### src/rtl/rx_iq_rate_ctrl.sv
// RX I/Q FIFO read-rate controller.
// Schedules FIFO reads at a nominal sample rate, nudges the sample period
// according to FIFO fill level, and keeps saturating underflow/overflow stats.
module rx_iq_rate_ctrl #(
    parameter int unsigned COUNT_TOP = 4,
    parameter int unsigned FRAC_EN   = 0,
    parameter int unsigned LOW_TH    = 11,
    parameter int unsigned HIGH_TH   = 22
) (
    input  logic        clk,
    input  logic        rstn,
    input  logic        en,
    input  logic        bypass_en,
    input  logic [5:0]  fifo_data_count,
    input  logic        fifo_empty,
    input  logic        fifo_full,
    input  logic        clr_stats,
    output logic        rd_en,
    output logic        sample_tick,
    output logic [4:0]  counter_top_cur,
    output logic [1:0]  state,
    output logic [15:0] underflow_cnt,
    output logic [15:0] overflow_cnt
);

    typedef enum logic [1:0] {
        IDLE    = 2'd0,
        PREFILL = 2'd1,
        RUN     = 2'd2
    } state_t;

    localparam logic [5:0] LP_LOW    = 6'(LOW_TH);
    localparam logic [5:0] LP_HIGH   = 6'(HIGH_TH);
    localparam logic [4:0] LP_TOP    = 5'(COUNT_TOP);
    localparam logic [4:0] LP_TOP_P1 = 5'(COUNT_TOP + 1);
    localparam logic [4:0] LP_TOP_M1 = 5'(COUNT_TOP - 1);

    state_t      r_state;
    logic [4:0]  r_counter;
    logic [4:0]  r_top;
    logic        r_flag;
    logic        r_full_q;
    logic [15:0] r_underflow_cnt;
    logic [15:0] r_overflow_cnt;

    logic        w_tick;
    logic        w_underflow;
    logic        w_full_rise;
    logic [4:0]  w_top_next;

    assign w_tick      = (r_state == RUN) && (r_counter == '0);
    assign w_underflow = w_tick & fifo_empty & ~bypass_en;
    assign w_full_rise = fifo_full & ~r_full_q;

    // Period selection from fill level; dither mode alternates between two periods mid-band.
    always_comb begin
        w_top_next = LP_TOP;
        if (fifo_data_count < LP_LOW) begin
            w_top_next = LP_TOP_P1;
        end else if (fifo_data_count < LP_HIGH) begin
            if (FRAC_EN != 0) begin
                w_top_next = r_flag ? LP_TOP : LP_TOP_P1;
            end else begin
                w_top_next = LP_TOP;
            end
        end else begin
            w_top_next = (FRAC_EN != 0) ? LP_TOP : LP_TOP_M1;
        end
    end

    // State machine and slot counter; the counter only runs in RUN.
    always_ff @(posedge clk or negedge rstn) begin
        if (!rstn) begin
            r_state   <= IDLE;
            r_counter <= '0;
        end else if (!en) begin
            r_state   <= IDLE;
            r_counter <= '0;
        end else begin
            case (r_state)
                IDLE: begin
                    r_state   <= PREFILL;
                    r_counter <= '0;
                end
                PREFILL: begin
                    if (fifo_data_count >= LP_LOW) begin
                        r_state <= RUN;
                    end
                    r_counter <= '0;
                end
                RUN: begin
                    if (w_underflow) begin
                        r_state   <= PREFILL;
                        r_counter <= '0;
                    end else if (r_counter >= r_top) begin
                        r_counter <= '0;
                    end else begin
                        r_counter <= r_counter + 5'd1;
                    end
                end
                default: begin
                    r_state   <= IDLE;
                    r_counter <= '0;
                end
            endcase
        end
    end

    // Active period and dither flag latch on each tick; the new period governs the slot just started.
    always_ff @(posedge clk or negedge rstn) begin
        if (!rstn) begin
            r_top  <= LP_TOP;
            r_flag <= 1'b0;
        end else if (w_tick) begin
            r_top  <= w_top_next;
            r_flag <= ~r_flag;
        end
    end

    // Saturating statistics; clear wins over a coincident event.
    always_ff @(posedge clk or negedge rstn) begin
        if (!rstn) begin
            r_underflow_cnt <= '0;
            r_overflow_cnt  <= '0;
            r_full_q        <= 1'b0;
        end else begin
            r_full_q <= fifo_full;
            if (clr_stats) begin
                r_underflow_cnt <= '0;
                r_overflow_cnt  <= '0;
            end else begin
                if (w_underflow && (r_underflow_cnt != '1)) begin
                    r_underflow_cnt <= r_underflow_cnt + 16'd1;
                end
                if (w_full_rise && (r_overflow_cnt != '1)) begin
                    r_overflow_cnt <= r_overflow_cnt + 16'd1;
                end
            end
        end
    end

    // Read strobe is gated by rstn so it drops immediately in reset, even in bypass.
    assign rd_en = rstn & (bypass_en ? (en & ~fifo_empty) : (w_tick & ~fifo_empty));

    assign sample_tick     = w_tick;
    assign counter_top_cur = r_top;
    assign state           = r_state;
    assign underflow_cnt   = r_underflow_cnt;
    assign overflow_cnt    = r_overflow_cnt;

endmodule

### config.mk
export PLATFORM = sky130hd
export DESIGN_NAME = rx_iq_rate_ctrl
export DESIGN_NICKNAME = d
export VERILOG_FILES = /design/src/rtl/rx_iq_rate_ctrl.sv
export SDC_FILE = /design/constraint.sdc
export NUM_CORES = 1
export LEC_CHECK = 0
export CAP_MARGIN = 20
export CORE_UTILIZATION = 37
export CTS_CLUSTER_DIAMETER = 200
export DETAILED_ROUTE_END_ITERATION = 7
export SLEW_MARGIN = 20
export SYNTH_ARGS = -nofsm -noshare
export SYNTH_HDL_FRONTEND = slang
export SYNTH_SLANG_ARGS = --single-unit
### constraint.sdc
create_clock -name clk -period 1.9 [get_ports clk]
set_clock_uncertainty 0.2 [all_clocks]
set_input_delay 0.19 -clock clk [delete_from_list [all_inputs] [get_ports clk]]
set_output_delay 0.19 -clock clk [all_outputs]
set_load 0.05 [all_outputs]
==> impl_metrics.tcl <==
set metrics [dict create \
    status "finished, violations left" \
    failed_checks "design-rule violations, negative setup slack" \
    ir_drop_mv 0.4919 \
    pwr_density_cell_nw_per_um2 518.7 \
    yosysTopAreaCellShare 0.4245 \
    utilization 0.5977 \
    fin_crit_sh 1.092 \
    drt_wl_total_mm 6.544 \
    rsz0062_at_grt "true" \
    post-place-cells 420 \
    drtIter0Drc 111 \
    syn2layout_area_growth_pct 55.03 \
    ff2ff_path_depth 6 \
    holdCritStartpoint "en" \
    drv_cap 0 \
    ys_async_sr_fraction 1.000 \
    clock-sinks 43 \
    insertion_delay_ns 0.29 \
    synth_seq_area_share 0.4351 \
    cellLeakagePower_uw 0.001665 \
    final_cells 449 \
    critPathArrivalTime_ns 1.68 \
    grt_use_total 0.1880 \
    cts_root_buf "clkbuf_8" \
    synth_seq_cells 43 \
    place.gp.congestion 0.8108 \
    cp-end-kind "output port" \
    ys.flop_type "dfrtp_1" \
    grt_max_degree 44 \
    drc 5 \
    diodes 0 \
    min_path_cells 2 \
    cts_buffers 5 \
    final-hold-violation-count 0 \
    synthCells 261 \
    die_h_um 83.81 \
    period_needed_ns 2.075 \
    final_nets 391 \
    fill_cells 559 \
    netlist_area_um2 2476 \
    cp_max_fo 2 \
    hold_class "input port to register" \
    drive_above_1_share 0.5161 \
    grt_pass1_wl_mm 10.71 \
    start_kind "register" \
    fmax_mhz 482.0 \
    core-area_um2 6422 \
    ys_types 52 \
    grt-ovfl-total 0 \
    finalMaxSlewViolations 0 \
    dieArea_um2 7023 \
    yosys-top-cells-area "dfrtp_1, mux2_2, a21oi_1, ha_1, nor2_1" \
    start_util 0.3855 \
    place_ws_ns -0.2440 \
    vias 2379 \
    synth_most_common_cell "dfrtp_1" \
    r2r-start "r_counter[4]" \
    synth_edf_count 0 \
    clk_pin_slew_ns 0.07 \
    maxSlewHeadroom 0.6224 \
    fp-row-count 29 \
    hold_end "state[0]" \
    setup_violations 11 \
    ios 54 \
    antenna_found_initial 0 \
    drt_pass1_iterations 6 \
    reg2reg_to "underflow_cnt[7]" \
    dpl.hpwl_mm 4.405 \
    grt_pass1_vias 2188 \
    wire_per_inst_um 14.57 \
    drtAntennaViolNets 0 \
    cts_max_path_buffers 2 \
    yosysWarnings 0 \
    yosysTopAreaCell "dfrtp_1" \
    critPathRequiredTime_ns 1.51 \
    cts_tree "done" \
    timing.reg2reg.setup_slack_ns -0.11 \
    portBuffers 51 \
    synth_commonest_cells "dfrtp_1, a21oi_1, nor2_1" \
    worst_pin_slew_ns 0.5665 \
    viasPerCell 5.298 \
    crit_type "register to output port" \
    cts_max_level 2 \
    die_w_um 83.81 \
    fin_ws_ns -0.1748 \
    avgSynthCellArea_um2 9.487 \
]
## cells in the final DEF (no fill, tap or decap), types with 3 or more instances in the layout
cell type         n
nor2b_1          13
ha_1              4
a21oi_1          21
and4_1            4
buf_12            5
dfrtp_2          33
nor3_1            4
mux2_2            9
nor3_4            3
nand3_1           8
clkdlybuf4s50_1  11
nor2_1           21
nand4_1           8
a31oi_1           4
a211oi_2          4
clkbuf_8          5
a21o_1            3
or4_1             9
buf_4            89
inv_1            10
or3_1             3
and3_1            3
conb_1            3
buf_6             3
nand2_1          11
dfrtp_1           9
o21ai_0           5
o31ai_1           8
## flip-flops by register name (all words and copies together), names as in the netlist
name	count
counter_top_cur	3
r_counter	5
overflow_cnt	16
underflow_cnt	16
r_full_q	1
state	2
## logic make-up (layout without fill, tap and decap cells)
logic type,after synthesis,in the layout,share of synthesized area
AO/OA/AOI/OAI,60,60,0.1541
multiplexers,12,12,0.05407
other,1,3,0.001514
adder cells (fa/ha/maj),7,7,0.03537
buffers and inverters,23,131,0.04194
AND/OR/NAND/NOR,113,114,0.2708
flip-flops,43,43,0.4351
XOR/XNOR,2,2,0.007076
## power breakdown
group          leakage (µW)  internal, µW  switching, µW  total (µW)
Sequential         0.000528           955           25.6         981
Combinational       0.00110           176            266         441
Clock             0.0000422           259            310         569
Total               0.00167          1390            602        1990
## through the flow
stage                     hold slack [ns]  TNS [ns]  area (µm²)  total power [µW]
after floorplan                   -0.3056   -0.9738        2628              1235
after global placement             0.1557    -2.488        3397              1400
after detailed placement           0.1541    -3.191        3397              1401
after CTS                          0.3073    -1.697        3615              2001
after global routing               0.3344    -2.075        3839              2091
final                              0.3164   -0.8634        3839              1991
## repair_timing
action / in CTS / in global routing
pin swaps: 2 / 10
setup endpoints to repair: 18 / 36
hold endpoints to repair: 42 / 0
setup buffers: 7 / 12
gates cloned: 1 / 0
hold buffers: 1 / 0
gates resized for setup: 12 / 25
## worst max-delay path, cell delays in order (launching register included)
cell	delay, ns
dfrtp_1	0.40
nor4b_4	0.26
buf_4	0.15
buf_6	0.10
nand2_4	0.05
o21ai_2	0.10
and3b_2	0.21
buf_12	0.13
## worst max path at each step
stage                    start                 to  slack (ns)  cells past startpoint
4_1_cts           r_counter[4]              rd_en       -0.21                      7
3_3_place_gp         bypass_en  underflow_cnt[15]       -0.24                      6
2_1_floorplan  overflow_cnt[2]   overflow_cnt[15]       -0.15                      5
5_1_grt           r_counter[4]              rd_en       -0.27                      7
6_report          r_counter[4]              rd_en       -0.17                      7
3_5_place_dp         bypass_en  underflow_cnt[15]       -0.24                      6
## routing by layer
layer	share of wire	routed length (µm)	GRT usage
met5	0	0	0
met4	0.0046	30	0.03605
met2	0.50	3290	0.3182
met3	0.020	131	0.03363
met1	0.47	3091	0.2530
## cell type report
cell class	count	area (µm²)	share of cell area
clock buffer	7	76.32	0.01988
sequential	43	1119	0.2914
tap	77	96.34	0.02510
inverter	13	51.30	0.01336
clock inverter	1	5.005	0.001304
timing repair buffer	110	927.1	0.2415
multi-input combinational	198	1564	0.4074
Note: power is estimated with default switching activity, not from simulation.
